<file path="src/rtl/cpu_pkg.sv">
// Shared encodings for the multi-cycle CPU: opcodes, R-type functs, FSM states
// and ALU operations.
package cpu_pkg;

    localparam logic [3:0] OP_RTYPE = 4'h0;
    localparam logic [3:0] OP_ADDI  = 4'h1;
    localparam logic [3:0] OP_LW    = 4'h2;
    localparam logic [3:0] OP_SW    = 4'h3;
    localparam logic [3:0] OP_BEQ   = 4'h4;
    localparam logic [3:0] OP_BNE   = 4'h5;
    localparam logic [3:0] OP_JMP   = 4'h6;
    localparam logic [3:0] OP_HALT  = 4'hF;

    localparam logic [2:0] FN_ADD = 3'd0;
    localparam logic [2:0] FN_SUB = 3'd1;
    localparam logic [2:0] FN_AND = 3'd2;
    localparam logic [2:0] FN_OR  = 3'd3;
    localparam logic [2:0] FN_XOR = 3'd4;
    localparam logic [2:0] FN_SLT = 3'd5;

    typedef enum logic [2:0] {
        S_FETCH  = 3'd0,
        S_DECODE = 3'd1,
        S_EXEC   = 3'd2,
        S_MEM    = 3'd3,
        S_WB     = 3'd4,
        S_HALT   = 3'd5
    } state_e;

    typedef enum logic [2:0] {
        ALU_ADD = 3'd0,
        ALU_SUB = 3'd1,
        ALU_AND = 3'd2,
        ALU_OR  = 3'd3,
        ALU_XOR = 3'd4,
        ALU_SLT = 3'd5
    } alu_op_e;

    // Unused functs fall back to ADD; the write is suppressed in WB instead.
    function automatic alu_op_e funct_to_alu(input logic [2:0] funct);
        case (funct)
            FN_SUB:  return ALU_SUB;
            FN_AND:  return ALU_AND;
            FN_OR:   return ALU_OR;
            FN_XOR:  return ALU_XOR;
            FN_SLT:  return ALU_SLT;
            default: return ALU_ADD;
        endcase
    endfunction

endpackage

</file>
<file path="src/rtl/cpu_alu.sv">
// Combinational ALU; zero flag is taken on the result so a SUB doubles as an
// equality compare for branches.
module cpu_alu
    import cpu_pkg::*;
#(
    parameter int DATA_W = 16
) (
    input  logic [DATA_W-1:0] a_i,
    input  logic [DATA_W-1:0] b_i,
    input  alu_op_e           op_i,
    output logic [DATA_W-1:0] y_o,
    output logic              zero_o
);

    always_comb begin
        y_o = '0;
        case (op_i)
            ALU_ADD: y_o = a_i + b_i;
            ALU_SUB: y_o = a_i - b_i;
            ALU_AND: y_o = a_i & b_i;
            ALU_OR:  y_o = a_i | b_i;
            ALU_XOR: y_o = a_i ^ b_i;
            ALU_SLT: y_o = {{(DATA_W-1){1'b0}}, ($signed(a_i) < $signed(b_i))};
            default: y_o = '0;
        endcase
    end

    assign zero_o = (y_o == '0);

endmodule

</file>
<file path="src/rtl/cpu_multicycle.sv">
// Multi-cycle CPU: FETCH/DECODE/EXEC/MEM/WB sequencer sharing one
// valid/ready memory port for instructions and data.
module cpu_multicycle
    import cpu_pkg::*;
#(
    parameter int DATA_W = 16,
    parameter int ADDR_W = 12
) (
    input  logic              Clock,
    input  logic              Reset_n,
    output logic              mem_req,
    output logic              mem_we,
    output logic [ADDR_W-1:0] mem_addr,
    output logic [DATA_W-1:0] mem_wdata,
    input  logic              mem_ready,
    input  logic [DATA_W-1:0] mem_rdata,
    output logic              halted,
    output logic [ADDR_W-1:0] pc
);

    state_e              state_q, state_d;
    logic [ADDR_W-1:0]   pc_q, pc_d;
    logic [15:0]         ir_q, ir_d;
    logic [DATA_W-1:0]   a_q, a_d, b_q, b_d, alu_q, alu_d;
    logic [DATA_W-1:0]   regs_q [4];

    logic                rf_we;
    logic [1:0]          rf_wa;
    logic                req, we;
    logic [ADDR_W-1:0]   addr;
    logic [DATA_W-1:0]   wdata;

    logic [3:0]          op;
    logic [1:0]          rs, rt, rd;
    logic [2:0]          funct;
    logic [DATA_W-1:0]   imm_d;
    logic [ADDR_W-1:0]   imm_a, jmp_tgt;

    assign op      = ir_q[15:12];
    assign rs      = ir_q[11:10];
    assign rt      = ir_q[9:8];
    assign rd      = ir_q[7:6];
    assign funct   = ir_q[2:0];
    assign imm_d   = {{(DATA_W-8){ir_q[7]}}, ir_q[7:0]};
    assign imm_a   = {{(ADDR_W-8){ir_q[7]}}, ir_q[7:0]};
    assign jmp_tgt = ADDR_W'(ir_q[11:0]);

    logic [DATA_W-1:0] alu_b, alu_y;
    logic              alu_zero;
    alu_op_e           alu_op;

    always_comb begin
        alu_b  = imm_d;
        alu_op = ALU_ADD;
        if (op == OP_RTYPE) begin
            alu_b  = b_q;
            alu_op = funct_to_alu(funct);
        end else if (op == OP_BEQ || op == OP_BNE) begin
            alu_b  = b_q;
            alu_op = ALU_SUB;
        end
    end

    cpu_alu #(.DATA_W(DATA_W)) u_alu (
        .a_i    (a_q),
        .b_i    (alu_b),
        .op_i   (alu_op),
        .y_o    (alu_y),
        .zero_o (alu_zero)
    );

    always_comb begin
        state_d = state_q;
        pc_d    = pc_q;
        ir_d    = ir_q;
        a_d     = a_q;
        b_d     = b_q;
        alu_d   = alu_q;
        rf_we   = 1'b0;
        rf_wa   = (op == OP_RTYPE) ? rd : rt;
        req     = 1'b0;
        we      = 1'b0;
        addr    = pc_q;
        wdata   = '0;
        case (state_q)
            S_FETCH: begin
                req = 1'b1;
                if (mem_ready) begin
                    ir_d    = mem_rdata[15:0];
                    pc_d    = pc_q + ADDR_W'(1);
                    state_d = S_DECODE;
                end
            end
            S_DECODE: begin
                a_d     = regs_q[rs];
                b_d     = regs_q[rt];
                state_d = S_EXEC;
            end
            S_EXEC: begin
                alu_d   = alu_y;
                state_d = S_FETCH;
                case (op)
                    OP_RTYPE, OP_ADDI: state_d = S_WB;
                    OP_LW, OP_SW:      state_d = S_MEM;
                    OP_BEQ:            if (alu_zero)  pc_d = pc_q + imm_a;
                    OP_BNE:            if (!alu_zero) pc_d = pc_q + imm_a;
                    OP_JMP:            pc_d = jmp_tgt;
                    OP_HALT:           state_d = S_HALT;
                    default:           state_d = S_FETCH;
                endcase
            end
            S_MEM: begin
                req  = 1'b1;
                addr = ADDR_W'(alu_q);
                if (op == OP_SW) begin
                    we    = 1'b1;
                    wdata = b_q;
                end
                if (mem_ready) begin
                    // Load data reuses the ALU latch so WB has a single source.
                    if (op == OP_LW) begin
                        alu_d   = mem_rdata;
                        state_d = S_WB;
                    end else begin
                        state_d = S_FETCH;
                    end
                end
            end
            S_WB: begin
                rf_we   = (op != OP_RTYPE) || (funct <= FN_SLT);
                state_d = S_FETCH;
            end
            S_HALT:  state_d = S_HALT;
            default: state_d = S_FETCH;
        endcase
    end

    always_ff @(posedge Clock) begin
        if (!Reset_n) begin
            state_q <= S_FETCH;
            pc_q    <= '0;
            ir_q    <= '0;
            a_q     <= '0;
            b_q     <= '0;
            alu_q   <= '0;
            for (int i = 0; i < 4; i++) regs_q[i] <= '0;
        end else begin
            state_q <= state_d;
            pc_q    <= pc_d;
            ir_q    <= ir_d;
            a_q     <= a_d;
            b_q     <= b_d;
            alu_q   <= alu_d;
            if (rf_we) regs_q[rf_wa] <= alu_q;
        end
    end

    assign mem_req   = Reset_n & req;
    assign mem_we    = Reset_n & we;
    assign mem_addr  = addr;
    assign mem_wdata = Reset_n ? wdata : '0;
    assign halted    = Reset_n && (state_q == S_HALT);
    assign pc        = Reset_n ? pc_q : '0;

endmodule

</file>
<file path="config.mk">
export PLATFORM = sky130hd
export DESIGN_NAME = cpu_multicycle
export DESIGN_NICKNAME = d
export VERILOG_FILES = /design/src/rtl/cpu_pkg.sv /design/src/rtl/cpu_alu.sv /design/src/rtl/cpu_multicycle.sv
export SDC_FILE = /design/constraint.sdc
export NUM_CORES = 1
export LEC_CHECK = 0
export ABC_CLOCK_PERIOD_IN_PS = 8500
export BUFFER_PORTS_ARGS = -buffer_cell sky130_fd_sc_hd__buf_2
export CAP_MARGIN = 10
export CORE_MARGIN = 2
export CORE_UTILIZATION = 62
export CTS_BUF_LIST = sky130_fd_sc_hd__clkbuf_8
export CTS_CLUSTER_DIAMETER = 60
export DETAILED_ROUTE_END_ITERATION = 8
export PLACE_DENSITY = 0.81
export SETUP_SLACK_MARGIN = 0.02
export SLEW_MARGIN = 5
export SYNTH_ARGS = -nofsm -noshare
export SYNTH_HDL_FRONTEND = slang
export SYNTH_HIERARCHICAL = 1
export SYNTH_SLANG_ARGS = --single-unit
</file>
<file path="constraint.sdc">
create_clock -name Clock -period 8.5 [get_ports Clock]
set_input_delay 2.125 -clock Clock [delete_from_list [all_inputs] [get_ports Clock]]
set_output_delay 2.125 -clock Clock [all_outputs]
set_load 0.01 [all_outputs]
</file>
==> flow_metrics.env <==
export IMPL_portBuffers=61
export IMPL_dieHeight_um=135
export IMPL_max_slew_margin_pct=21.1
export IMPL_insertion_delay_ns=0.46
export IMPL_clock_skew_ns=0.0128
export IMPL_seqPwrFrac_pct=43.5
export IMPL_yosysMostFrequentCell="nand2_1"
export IMPL_netlist_area_um2=10600
export IMPL_cts_hold_buf=0
export IMPL_grt_antenna_before_repair=0
export IMPL_dp_hpwl_mm=22.1
export IMPL_synth_seq_cells=143
export IMPL_power_share_combinational_pct=27.2
export IMPL_setup_viol=0
export IMPL_via_per_inst=6.49
export IMPL_total_power_mw=1.82
export IMPL_p_int_mw=1.21
export IMPL_synthFlopType="dfxtp_1"
export IMPL_routabilityCongestion=0.965
export IMPL_drtAntennaViolNets=0
export IMPL_area_growth_pct=7.62
export IMPL_ios=62
export IMPL_cts_root_buf="clkbuf_8"
export IMPL_final_nets=1277
export IMPL_syn_avg_cell_area_um2=9.06
export IMPL_coreArea_um2=16600
export IMPL_first_global_vias=8745
export IMPL_synthArstFlopShare_pct=0
export IMPL_cts_max_level=4
export IMPL_drtIter0Drc=1135
export IMPL_crit_arrival_ns=4.21
export IMPL_switchingPower_uw=620
export IMPL_synth_top_cell_area_share_pct=18.1
export IMPL_cts_clk_slew_worst_paths_ns=0.08
export IMPL_grt_total_usage_pct=34.5
export IMPL_post_cts_buffers=0
export IMPL_clkPwrFrac_pct=29.3
export IMPL_hold_viol=0
export IMPL_start_util_pct=63.7
export IMPL_cts_made_buffers=17
export IMPL_whs_path_depth=2
export IMPL_synth_area_leaders="edfxtp_1, dfxtp_1, ha_1"
export IMPL_fin_tns_setup_ns=0
export IMPL_tightest_slew_ns=1.18
export IMPL_cellPowerDensity_nw_per_um2=160
export IMPL_vdd_drop_max_uv=130
export IMPL_grt_remaining_overflow=0
export IMPL_status="finished, final reports clean"
export IMPL_r2r_cells=21
export IMPL_path_max_fanout=56
export IMPL_rows=47
export IMPL_synth_edf_count=64
export IMPL_synth_area_leader_cell="edfxtp_1"
export IMPL_switching_share_pct=34.0
export IMPL_drv_cap=0
export IMPL_min_period_ns=6.33
export IMPL_wl_per_cell_um=21.4
export IMPL_num_antenna_cells=0
export IMPL_rsz0062_at_grt="false"
export IMPL_drv_slew=0
export IMPL_cts_buffer_depth=2
export IMPL_die_w_um=135
export IMPL_max_freq_ghz=0.158
export IMPL_grt_pass1_wl_mm=48.0
export IMPL_cp_required_ns=6.38
export IMPL_dr_total_vias=9229
export IMPL_cts_resized=0
export IMPL_synth_nets=1257
export IMPL_cts_sinks=143
export IMPL_route_final_wire_length_mm=30.4
export IMPL_p_leak_nw=4.80
export IMPL_crit_path_end_kind="output port"
export IMPL_ys_seq_area_share_pct=33.0
export IMPL_drc_errors=0
export IMPL_yosysUniqueCellTypes=84
export IMPL_period_share_pct=74.5
export IMPL_drive_gt1_share_pct=15.4
export IMPL_drtPass1Iterations=6
export IMPL_min_path_type="reg -> reg"
export IMPL_synthCells=1170
export IMPL_cts_tree="built"
export IMPL_path_class="in -> out"
export IMPL_grt_max_degree=57
export IMPL_reg2reg_slack_ns=2.57
export IMPL_synthTopCellsByCount="nand2_1, and2_1, dfxtp_1"
export IMPL_crit_path_start_kind="input port"
export IMPL_die_area_um2=18200
export IMPL_synth_warnings=6
==> layout by cell type (no fill, tap or decap), drive strengths merged, types with 18 or more instances in the layout <==
cell / netlist / routed
mux2: 19 / 19
and2: 101 / 101
a21o: 22 / 22
nor3: 24 / 24
ha: 65 / 65
nor2b: 21 / 21
nor2: 39 / 39
a21oi: 54 / 54
a21boi: 51 / 51
nand2: 167 / 167
inv: 60 / 67
o21ai: 47 / 47
dfxtp: 79 / 79
buf: 23 / 77
o211a: 21 / 21
mux2i: 26 / 26
clkbuf: 53 / 18
edfxtp: 64 / 64
mux4: 32 / 32
==> sequential cells by signal, summed over array words and instances, names as in the netlist <==
name,cells
alu_q,16
regs_q,64
state_q,3
b_q,16
ir_q,16
pc_q,12
a_q,16
==> critical path, stage by stage <==
cell,delay (ns)
buf_2,0.64
nand2_1,0.15
nor3_2,0.90
and2_1,0.24
buf_2,0.13
==> power by group through the flow <==
| stage | clock network (mW) | logic (mW) | registers [mW] |
|---|---|---|---|
| CTS | 0.537 | 0.483 | 0.791 |
| global route | 0.567 | 0.537 | 0.797 |
| global placement | 0 | 0.479 | 0.805 |
| detailed placement | 0 | 0.479 | 0.807 |
| finish | 0.535 | 0.497 | 0.793 |
| floorplan | 0 | 0.360 | 0.781 |
==> final cells by class <==
| type | count | area, um^2 |
|---|---|---|
| inverters | 61 | 229 |
| flip-flops and latches | 143 | 3500 |
| fillers | 1290 | 5230 |
| multi-input cells | 890 | 6590 |
| well taps | 220 | 275 |
| clock inverters | 14 | 141 |
| clock buffers | 18 | 248 |
| repair buffers | 77 | 425 |
==> cells by family after synthesis <==
family / count (synthesis) / synth area share (%)
xor gates and xnor gates: 9 / 0.743
DFF: 143 / 33.0
muxes: 77 / 11.3
adders and majority gates: 68 / 8.24
and+or+nand+nor: 431 / 21.2
buffers and inverters: 137 / 5.13
AOI/OAI and AO/OA: 305 / 20.4
==> worst paths after layout <==
check                                           start                    to
worst max-delay path                          Reset_n          mem_wdata[8]
worst min-delay path             b_q[14]$_SDFFE_PN0P_  b_q[14]$_SDFFE_PN0P_
worst max register to register  ir_q[12]$_SDFFE_PN0P_  pc_q[3]$_SDFFE_PN0P_
worst min register to register   b_q[14]$_SDFFE_PN0P_  b_q[14]$_SDFFE_PN0P_
==> stage by stage <==
stage               instance area (um^2)  setup slack [ns]  instances  utilization [%]  hold WS [ns]
global route                       11400              2.00       1423             68.6         0.524
global placement                   11000              2.27       1391             66.2         0.482
detailed placement                 11000              2.22       1391             66.2         0.487
finish                             11400              2.17       1423             68.6         0.503
floorplan                          10600              3.32       1170                -         0.448
CTS                                11400              2.21       1423             68.6         0.500
==> metal layers <==
| metal | wire [um] | share of wire, % | vias to the layer above | track usage [%] |
|---|---|---|---|---|
| li1 | - | - | 4257 | - |
| met1 | 12200 | 40 | 4389 | 46.3 |
| met2 | 14300 | 47 | 502 | 54.1 |
| met3 | 2870 | 9.4 | 81 | 7.47 |
| met4 | 1010 | 3.3 | 0 | 14.6 |
| met5 | 0 | 0 | - | 0 |
Power figures use the tool's default switching activity.
